**src/rtl/fft_frame_sequencer.sv**
```systemverilog
// rtl/fft_frame_sequencer.sv - frame sequencer: config word, N-sample load, N-sample unload, done
module fft_frame_sequencer #(
    parameter int LOG2_N = 12,
    parameter int DATA_W = 64
) (
    input  logic                aclk,
    input  logic                aresetn,
    input  logic                start,
    input  logic                cfg_fwd_inv,
    input  logic [2*LOG2_N-1:0] cfg_scale_sch,
    output logic                busy,
    output logic                done,
    output logic                err_tlast_unexpected,
    output logic                err_tlast_missing,
    input  logic [DATA_W-1:0]   in_tdata,
    input  logic                in_tvalid,
    output logic                in_tready,
    output logic [2*LOG2_N:0]   fft_cfg_tdata,
    output logic                fft_cfg_tvalid,
    input  logic                fft_cfg_tready,
    output logic [DATA_W-1:0]   fft_din_tdata,
    output logic                fft_din_tvalid,
    input  logic                fft_din_tready,
    output logic                fft_din_tlast,
    input  logic [DATA_W-1:0]   fft_dout_tdata,
    input  logic                fft_dout_tvalid,
    input  logic                fft_dout_tlast,
    output logic                fft_dout_tready,
    output logic [DATA_W-1:0]   out_tdata,
    output logic                out_tvalid,
    input  logic                out_tready,
    output logic                out_tlast
);

    localparam logic [LOG2_N-1:0] LAST = '1;

    typedef enum logic [2:0] {IDLE, CFG, LOAD, UNLOAD, DONE} state_t;

    state_t            state;
    logic [LOG2_N-1:0] in_cnt;
    logic [LOG2_N-1:0] out_cnt;
    logic              in_hs;
    logic              out_hs;

    // Data paths are pure pass-through; only the handshakes are gated by state.
    assign fft_din_tdata   = in_tdata;
    assign fft_din_tvalid  = (state == LOAD) && in_tvalid;
    assign in_tready       = (state == LOAD) && fft_din_tready;
    assign fft_din_tlast   = (state == LOAD) && (in_cnt == LAST);
    assign out_tdata       = fft_dout_tdata;
    assign out_tvalid      = (state == UNLOAD) && fft_dout_tvalid;
    assign fft_dout_tready = (state == UNLOAD) && out_tready;
    assign out_tlast       = (state == UNLOAD) && (out_cnt == LAST);

    assign in_hs  = fft_din_tvalid && fft_din_tready;
    assign out_hs = out_tvalid && out_tready;

    always_ff @(posedge aclk) begin
        if (!aresetn) begin
            state                <= IDLE;
            in_cnt               <= '0;
            out_cnt              <= '0;
            busy                 <= 1'b0;
            done                 <= 1'b0;
            err_tlast_unexpected <= 1'b0;
            err_tlast_missing    <= 1'b0;
            fft_cfg_tvalid       <= 1'b0;
            fft_cfg_tdata        <= '0;
        end else begin
            done <= 1'b0;
            case (state)
                IDLE: begin
                    if (start) begin
                        fft_cfg_tdata        <= {cfg_scale_sch, cfg_fwd_inv};
                        fft_cfg_tvalid       <= 1'b1;
                        err_tlast_unexpected <= 1'b0;
                        err_tlast_missing    <= 1'b0;
                        busy                 <= 1'b1;
                        state                <= CFG;
                    end
                end
                CFG: begin
                    if (fft_cfg_tready) begin
                        fft_cfg_tvalid <= 1'b0;
                        state          <= LOAD;
                    end
                end
                LOAD: begin
                    if (in_hs) begin
                        in_cnt <= in_cnt + 1'b1;
                        if (in_cnt == LAST) begin
                            state <= UNLOAD;
                        end
                    end
                end
                UNLOAD: begin
                    // The frame ends on our own count; core tlast is only audited.
                    if (out_hs) begin
                        out_cnt <= out_cnt + 1'b1;
                        if (out_cnt == LAST) begin
                            if (!fft_dout_tlast) begin
                                err_tlast_missing <= 1'b1;
                            end
                            done  <= 1'b1;
                            state <= DONE;
                        end else if (fft_dout_tlast) begin
                            err_tlast_unexpected <= 1'b1;
                        end
                    end
                end
                DONE: begin
                    busy  <= 1'b0;
                    state <= IDLE;
                end
                default: state <= IDLE;
            endcase
        end
    end

endmodule
```
**config.mk**
```make
export PLATFORM = sky130hd
export DESIGN_NAME = fft_frame_sequencer
export DESIGN_NICKNAME = d
export VERILOG_FILES = /design/src/rtl/fft_frame_sequencer.sv
export SDC_FILE = /design/constraint.sdc
export NUM_CORES = 1
export LEC_CHECK = 0
export ABC_CLOCK_PERIOD_IN_PS = 5000
export CAP_MARGIN = 0
export CORE_AREA = 2 2 127 129
export DETAILED_ROUTE_END_ITERATION = 16
export DIE_AREA = 0 0 129 131
export GPL_ROUTABILITY_DRIVEN = 0
export PLACE_DENSITY_LB_ADDON = 0.1
export SYNTH_ARGS = -nofsm -noshare
export SYNTH_HDL_FRONTEND = slang
export SYNTH_SLANG_ARGS = --single-unit
```
**constraint.sdc**
```tcl
create_clock -name aclk -period 5 [get_ports aclk]
set_clock_uncertainty 0.1 [all_clocks]
set_input_delay 0.75 -clock aclk [delete_from_list [all_inputs] [get_ports aclk]]
set_output_delay 0.75 -clock aclk [all_outputs]
set_load 0.02 [all_outputs]
```
==> results of run 1 <==
worst max-delay path: cells and delay by family (launching register included):
kind          cells  cell delay [ns]
simple gates      3             0.65
flops             1             0.56
buf+inv           1             0.62
stage by stage:
step / power [W] / worst slack, ns / cell area [um2] / cells
global placement: 0.0008154 / 2.086 / 3450 / 558
finish: 0.001430 / 1.996 / 3759 / 574
global route: 0.001513 / 1.765 / 3759 / 574
detailed placement: 0.0008136 / 2.060 / 3450 / 558
floorplan: 0.0008491 / 2.906 / 3538 / 417
CTS: 0.001466 / 1.966 / 3759 / 574
synthesized netlist by cell type:
master       n  share of area
o21ai_0      9          0.013
nand2b_1     5         0.0088
buf_2        3         0.0042
o31ai_1      2         0.0042
nor4_2       1         0.0035
nor4_1       5         0.0088
a21o_1       1         0.0021
a32o_1       3         0.0085
nand3_1      6         0.0085
nor3b_2      1         0.0035
mux2i_1      5          0.014
dfxtp_1     57           0.32
buf_6        2         0.0064
ha_1         2         0.0071
o211ai_1     1         0.0021
o211a_1      1         0.0028
buf_1        1         0.0011
nor3b_4      1         0.0053
a21boi_1     8          0.017
and2_1      15          0.027
o21a_1       1         0.0021
or3_1        5         0.0088
xor2_1       6          0.015
a31oi_1      1         0.0018
and3b_2      1         0.0028
and2_0       1         0.0018
a21boi_0    23          0.049
o22ai_1      1         0.0018
clkbuf_1     8         0.0085
inv_1        4         0.0042
nand2_1     64          0.068
nor2b_1      4         0.0071
and3_1       3         0.0053
nor4bb_1     1         0.0028
nand4bb_1    1         0.0032
nand3b_4     1         0.0057
and4_1       5          0.012
nand4_2      2         0.0071
and2_2       3         0.0064
xnor2_1      7          0.017
nor2_1       6         0.0064
buf_4      131           0.28
nor3_1       2         0.0028
nand4_1      7          0.012
layout make-up:
type / instances / share of cell area
clock buffers: 14 / 0.07290
flip-flops and latches: 57 / 0.3036
clock inverters: 2 / 0.009321
multi-input cells: 211 / 0.3539
inverters: 4 / 0.003995
well taps: 216 / 0.07190
repair buffers: 70 / 0.1844
kinds of logic (layout without fill, tap and decap cells):
family / after synthesis / count (layout)
multiplexers: 5 / 5
buffers and inverters: 149 / 90
flip-flops: 57 / 57
AND/OR/NAND/NOR: 140 / 140
XOR/XNOR: 13 / 13
AO/OA/AOI/OAI: 51 / 51
adder cells (fa/ha/maj): 2 / 2
per-layer routing:
layer | track usage | part of all wire | vias up
li1 | - | - | 1121
met5 | 0 | 0 | -
met1 | 0.09936 | 0.39 | 1011
met4 | 0.06458 | 0.045 | 0
met2 | 0.1444 | 0.43 | 105
met3 | 0.06311 | 0.13 | 48
registers in the layout (all words and copies together) (netlist names):
| name | flops |
|---|---|
| state | 3 |
| err_tlast_unexpected | 1 |
| in_cnt | 12 |
| out_cnt | 12 |
| fft_cfg_tvalid | 1 |
| err_tlast_missing | 1 |
| busy | 1 |
| done | 1 |
| fft_cfg_tdata | 25 |
report_power, final:
| part | internal, W | total, W | switching (W) | leakage, nW |
|---|---|---|---|---|
| logic | 0.000125 | 0.000272 | 0.000148 | 0.760 |
| registers | 0.000492 | 0.000526 | 0.0000342 | 0.464 |
| clock network | 0.000426 | 0.000631 | 0.000206 | 0.153 |
worst max-delay path by stage:
stage	start	endpoint
after floorplan	out_cnt[0]	out_tlast
after global placement	start	err_tlast_missing
after detailed placement	start	err_tlast_unexpected
after CTS	state[1]	fft_din_tlast
after global routing	state[1]	fft_din_tlast
final	state[1]	fft_din_tlast
==> flow_metrics.tcl, run 1 <==
set metrics [dict create \
    regToRegStartpoint "state[0]" \
    finalSetupTns_ns 0 \
    slew_violations 0 \
    final.period_utilization 0.6008 \
    regToRegSetupSlack_ns 2.83 \
    postRouteAntennaNets 0 \
    syn-num-nets 581 \
    syn_area_um2 3538 \
    synth_warnings 0 \
    worst_pin_slew_ns 1.166 \
    wl_per_cell_um 14.01 \
    worstHoldEndpoint "fft_cfg_tdata[20]" \
    ys_seq_area_frac 0.3225 \
    hp-start "fft_cfg_tdata[20]" \
    startpoint_type "flop" \
    grt_max_degree 65 \
    leakage_nw 1.376 \
    final-setup-viol-count 0 \
    final_common_cell "clkdlybuf4s50_1" \
    vias 2285 \
    die_y_um 131 \
    ios 326 \
    slowest_stage "clkdlybuf4s50_1" \
    nFillCells 1705 \
    cts_resized 0 \
    dpl.hpwl_um 5635 \
    portBuffers 69 \
    ys_types 44 \
    synth_xor_area_frac 0.03218 \
    yosys.area_share.simple 0.2178 \
    die_area_um2 16900 \
    synth_top_family_by_area "buffers and inverters" \
    drc_errors 0 \
    num_antenna_cells 0 \
    fmaxAchievable_ghz 0.3329 \
    period_minus_slack_ns 3.004 \
    hold_depth 2 \
    ys_seq_elements 57 \
    rsz0062_at_grt "false" \
    peakVddDrop_v 0.0001274 \
    avgSynthCellArea_um2 8.485 \
    worstSetupEndpointType "output pin" \
    worstSetupPathType "reg -> out" \
    drtIter0Drc 76 \
    synth_adder_area_share 0.007072 \
    worst_hold_slack_ns 0.3513 \
    crit_required_ns 4.15 \
    grt_pass1_wl_um 12430 \
    finalNetCount 517 \
    cts_root_buf "clkbuf_16" \
    tritoncts "built" \
    core_um2 15600 \
    antenna_found_initial 0 \
    ff_latch_area_um2 1141 \
    clockBufferDepth 2 \
    start_util 0.2269 \
    firstDrtPassIters 4 \
    num_rows 46 \
    cpPeakStageDelay_ns 0.62 \
    rr_endpoint "err_tlast_missing" \
    outcome "completed" \
    slew_headroom 0.2230 \
    powerDensity_nw_per_um2 380.5 \
    final_cell_mix "clkdlybuf4s50_1, nand2_1, dfxtp_1, a21boi_0, and2_1" \
    die_w_um 129 \
    avgViaCountPerCell 3.981 \
    arrival_ns 2.15 \
    syn_inst 417 \
    htree_levels 3 \
    synth_compound_area_frac 0.1040 \
    rr_worst_depth 3 \
    holdBufCountCts 0 \
    hold_path.class "reg -> reg" \
    drt-total-wl_um 8044 \
    cts.sinks 57 \
    clk_pin_slew_ns 0.05 \
    grt_pass1_vias 2337 \
    muxShareOfSynthArea 0.01414 \
    crit_path_max_fanout 9 \
    crit_chain "nor3b_4, nand2_1, nor2_1, clkdlybuf4s50_1" \
    grtUsageTotal 0.09656 \
    syn2layout_area_growth_pct 6.223 \
    fin_util 0.2410 \
    drive_gt1_frac 0.07542 \
    numCtsBuffers 9 \
    drv_cap 0 \
    multi_input_area_um2 1330 \
    hold_violations 0 \
    postCtsSetupRepairBufs 0 \
    clock_latency_ns 0.32 \
    overflow 0 \
]
No activity file was read; power rests on OpenSTA's default activity.
==> run 2, diff against run 1 <==
Settings changed: ABC_CLOCK_PERIOD_IN_PS 5000 to 3070.
Clock period 5 ns to 3.07 ns, I/O delays scaled along.
==> flow_metrics.tcl, run 2 (synthesis gave the netlist of run 1 again) <==
set metrics [dict create \
    core_um2 15600 \
    numCtsBuffers 9 \
    slowest_stage "clkdlybuf4s50_1" \
    drc_errors 0 \
    p_comb_frac 0.205 \
    worstSetupEndpointType "output pin" \
    cts.sinks 57 \
    holdBufCountCts 0 \
    ff_latch_area_um2 1141 \
    worstSetupPathType "reg -> out" \
    powerDensity_nw_per_um2 596.2 \
    num_antenna_cells 0 \
    arrival_ns 2.13 \
    firstDrtPassIters 4 \
    die_y_um 131 \
    power.switching_w 0.0006207 \
    clkPwrFrac 0.411 \
    grt_max_degree 33 \
    period_minus_slack_ns 2.690 \
    postCtsSetupRepairBufs 0 \
    dpl.hpwl_um 5825 \
    largest_register_ffs 25 \
    regToRegSetupSlack_ns 1.13 \
    finalNetCount 520 \
    cts_resized 0 \
    crit_required_ns 2.51 \
    die_area_um2 16900 \
    rsz0062_at_grt "false" \
    reg_top3 "fft_cfg_tdata x25, in_cnt x12, out_cnt x12" \
    avgViaCountPerCell 4.071 \
    hold_path.class "reg -> reg" \
    vias 2337 \
    swShare 0.2782 \
    final_critical_path_setup_slack_ns 0.3799 \
    regToRegStartpoint "state[0]" \
    drt-total-wl_um 8244 \
    final-setup-viol-count 0 \
    crit_path_max_fanout 9 \
    critPathTopFamily "simple AND/OR/NAND/NOR gates" \
    seqPwrFrac 0.384 \
    pre_cts_ws_ns 0.7111 \
    finalSetupTns_ns 0 \
    overflow 0 \
    crit_chain "nor3b_4, nand2_1, nor2_1, clkdlybuf4s50_1" \
    clockBufferDepth 2 \
    grt_pass1_vias 2402 \
    crit_buf_inv 1 \
    peakVddDrop_v 0.0002103 \
    slew_headroom 0.6166 \
    grt_pass1_wl_um 12700 \
    startpoint "state[1]" \
    wl_per_cell_um 14.36 \
    clk_pin_slew_ns 0.05 \
    portBuffers 69 \
    postRouteAntennaNets 0 \
    slew_violations 0 \
    drv_cap 0 \
    start_util 0.2269 \
    ios 326 \
    cpPeakStageDelay_ns 0.61 \
    path_depth 4 \
    antenna_found_initial 0 \
    multi_input_area_um2 1330 \
    cts_root_buf "clkbuf_16" \
    leakage_nw 1.372 \
    syn2layout_area_growth_pct 5.764 \
    startpoint_type "flop" \
    hold_violations 0 \
    intPower_w 0.001611 \
    largest_register "fft_cfg_tdata" \
    drive_gt1_frac 0.07821 \
    nFillCells 1725 \
    drtIter0Drc 52 \
    final.period_utilization 0.8762 \
    rr_worst_depth 4 \
    endpoint "fft_din_tlast" \
    die_w_um 129 \
    htree_levels 3 \
    fmaxAchievable_ghz 0.3717 \
    worst_hold_slack_ns 0.3486 \
    power_w 0.002231 \
    final_common_cell "clkdlybuf4s50_1" \
    tritoncts "built" \
    outcome "completed" \
    grtUsageTotal 0.09892 \
    rr_endpoint "out_cnt[10]" \
    num_rows 46 \
    final_cell_mix "clkdlybuf4s50_1, nand2_1, dfxtp_1, a21boi_0, and2_1" \
    clock_latency_ns 0.32 \
    worst_pin_slew_ns 0.5698 \
]
==> run 2: cell count changes in the layout (fill, tap and decap cells not counted) <==
cell       change
buf_4          +3
bufinv_16      -1
clkbuf_1       -1
clkinv_2       -1
==> run 2: per-stage QoR <==
step	utilization	area, um2	std cells
2_1_floorplan	-	3538	417
3_3_place_gp	0.2226	3472	561
3_5_place_dp	0.2226	3472	561
4_1_cts	0.2399	3742	574
5_1_grt	0.2399	3742	574
6_report	0.2399	3742	574
==> run 2: layout make-up <==
cell class              instances  area share
repair buffers                 73      0.1912
inverters                       4    0.004012
flip-flops and latches         57      0.3049
multi-input cells             211      0.3554
clock buffers                  13     0.07222
well taps                     216     0.07222
==> run 2: how the worst min path moves through the flow <==
stage | cells after the start | end | slack (ns) | startpoint
global route | 2 | fft_cfg_tdata[15] | 0.38 | fft_cfg_tdata[15]
finish | 2 | fft_cfg_tdata[15] | 0.35 | fft_cfg_tdata[15]
floorplan | 2 | out_cnt[11] | 0.35 | out_cnt[11]
global placement | 2 | fft_cfg_tdata[10] | 0.34 | fft_cfg_tdata[10]
detailed placement | 2 | fft_cfg_tdata[15] | 0.34 | fft_cfg_tdata[15]
CTS | 2 | fft_cfg_tdata[15] | 0.35 | fft_cfg_tdata[15]
==> run 2: per-layer routing <==
| layer | track usage | share of wire | up-vias |
|---|---|---|---|
| li1 | - | - | 1122 |
| met1 | 0.09722 | 0.39 | 1050 |
| met2 | 0.1513 | 0.44 | 111 |
| met3 | 0.05782 | 0.12 | 54 |
| met4 | 0.08184 | 0.052 | 0 |
| met5 | 0 | 0 | - |
==> run 2: power by group through the flow <==
stage          clock network, W  logic, W  registers, W
2_1_floorplan                 0  0.000477      0.000906
3_3_place_gp                  0  0.000474      0.000868
3_5_place_dp                  0  0.000470      0.000872
4_1_cts                0.000956  0.000472      0.000858
5_1_grt                0.000981  0.000505      0.000866
6_report               0.000916  0.000458      0.000857
==> run 2: tightest hold or removal path, cell delays in order, from the launching register on <==
cell and delay (ns):
dfxtp_1 0.30, nand2_1 0.05, a21boi_1 0.05
==> run 3, diff against run 2 <==
Settings changed: ABC_CLOCK_PERIOD_IN_PS 3070 to 3500.
Clock period 3.07 ns to 3.5 ns, I/O delays scaled along.
==> flow_metrics.tcl, run 3 (synthesis gave the netlist of run 1 again) <==
set metrics [dict create \
    outcome "completed" \
    wl_per_cell_um 14.23 \
    slew_headroom 0.6317 \
    die_area_um2 16900 \
    hold_path.class "reg -> reg" \
    worstSetupEndpointType "output pin" \
    ff_latch_area_um2 1141 \
    portBuffers 69 \
    syn2layout_area_growth_pct 6.223 \
    avgViaCountPerCell 4.050 \
    crit_chain "nor3b_4, and2_2, clkdlybuf4s50_1" \
    pre_cts_ws_ns 1.078 \
    slowest_stage "clkdlybuf4s50_1" \
    grtUsageTotal 0.1002 \
    drv_cap 0 \
    firstDrtPassIters 4 \
    tritoncts "built" \
    crit_required_ns 2.87 \
    vias 2333 \
    num_rows 46 \
    postCtsSetupRepairBufs 0 \
    start_util 0.2269 \
    multi_input_area_um2 1330 \
    regToRegSetupSlack_ns 1.57 \
    rr_endpoint "out_cnt[10]" \
    drc_errors 0 \
    fmaxAchievable_ghz 0.3629 \
    die_y_um 131 \
    regToRegStartpoint "state[0]" \
    rr_worst_depth 4 \
    dpl.hpwl_um 5782 \
    cts_resized 0 \
    critPathTopFamily "simple AND/OR/NAND/NOR gates" \
    final.period_utilization 0.7873 \
    numCtsBuffers 9 \
    clk_pin_slew_ns 0.05 \
    peakVddDrop_v 0.0001737 \
    htree_levels 3 \
    clockBufferDepth 2 \
    cpPeakStageDelay_ns 0.59 \
    worstSetupPathType "reg -> out" \
    crit_path_max_fanout 9 \
    cts_root_buf "clkbuf_16" \
    postRouteAntennaNets 0 \
    grt_pass1_wl_um 12810 \
    overflow 0 \
    die_w_um 129 \
    ios 326 \
    final-setup-viol-count 0 \
    drive_gt1_frac 0.08333 \
    final_critical_path_setup_slack_ns 0.7443 \
    largest_register_ffs 25 \
    drtIter0Drc 62 \
    slew_violations 0 \
    crit_buf_inv 1 \
    drt-total-wl_um 8194 \
    clock_latency_ns 0.33 \
    startpoint_type "flop" \
    rsz0062_at_grt "false" \
    finalSetupTns_ns 0 \
    period_minus_slack_ns 2.756 \
    hold_violations 0 \
    final_common_cell "clkdlybuf4s50_1" \
    cts.sinks 57 \
    finalNetCount 519 \
    fin_util 0.2410 \
    holdBufCountCts 0 \
    worst_pin_slew_ns 0.5525 \
    num_antenna_cells 0 \
    antenna_found_initial 0 \
    hold_depth 2 \
    grt_pass1_vias 2462 \
    arrival_ns 2.13 \
    powerDensity_nw_per_um2 532.5 \
    core_um2 15600 \
    final_cell_mix "clkdlybuf4s50_1, nand2_1, dfxtp_1, a21boi_0, and2_1" \
    worst_hold_slack_ns 0.3518 \
    worstHoldEndpoint "fft_cfg_tdata[16]" \
    hp-start "fft_cfg_tdata[16]" \
    grt_max_degree 35 \
    nFillCells 1706 \
    leakage_nw 1.382 \
    largest_register "fft_cfg_tdata" \
    reg_top3 "fft_cfg_tdata x25, in_cnt x12, out_cnt x12" \
]
==> run 3: worst max path at each step <==
stage               depth (start not counted)       endpoint       start  slack, ns
global route                                4  fft_din_tlast    state[1]       0.61
finish                                      3      in_tready    state[1]       0.74
CTS                                         4  fft_din_tlast    state[1]       0.72
floorplan                                   4      out_tlast  out_cnt[0]       1.63
global placement                            4  fft_din_tlast    state[1]       1.12
detailed placement                          4  fft_din_tlast    state[1]       1.08
==> run 3: metal layers <==
metal	up-vias	part of all wire	track usage
met2	110	0.44	0.1509
met3	49	0.13	0.06474
met4	0	0.045	0.07609
met5	-	0	0
met1	1052	0.38	0.09926
li1	1122	-	-
==> run 3: where the power goes <==
| part | switching [W] | leakage [nW] | internal, W | total (W) |
|---|---|---|---|---|
| Clock | 0.000296 | 0.149 | 0.000553 | 0.000849 |
| Sequential | 0.0000481 | 0.464 | 0.000703 | 0.000751 |
| Combinational | 0.000217 | 0.769 | 0.000185 | 0.000401 |
| Total | 0.000560 | 1.38 | 0.00144 | 0.00200 |
==> run 3: per-stage QoR <==
| stage | power, W | std cells | cell area [um2] |
|---|---|---|---|
| after floorplan | 0.001213 | 417 | 3538 |
| after global placement | 0.001176 | 560 | 3465 |
| after detailed placement | 0.001179 | 560 | 3465 |
| after CTS | 0.002054 | 576 | 3759 |
| after global routing | 0.002120 | 576 | 3759 |
| final | 0.002001 | 576 | 3759 |
==> run 3: final cells by class <==
class	instances	share of cell area
tap	216	0.07190
inverter	4	0.003995
sequential	57	0.3036
timing repair buffer	72	0.1884
clock buffer	14	0.07557
clock inverter	2	0.002663
multi-input combinational	211	0.3539
==> run 3: tightest hold or removal path: stages (launching register included) <==
cell and delay, ns:
dfxtp_1 0.30, nand2_1 0.05, a21boi_1 0.05
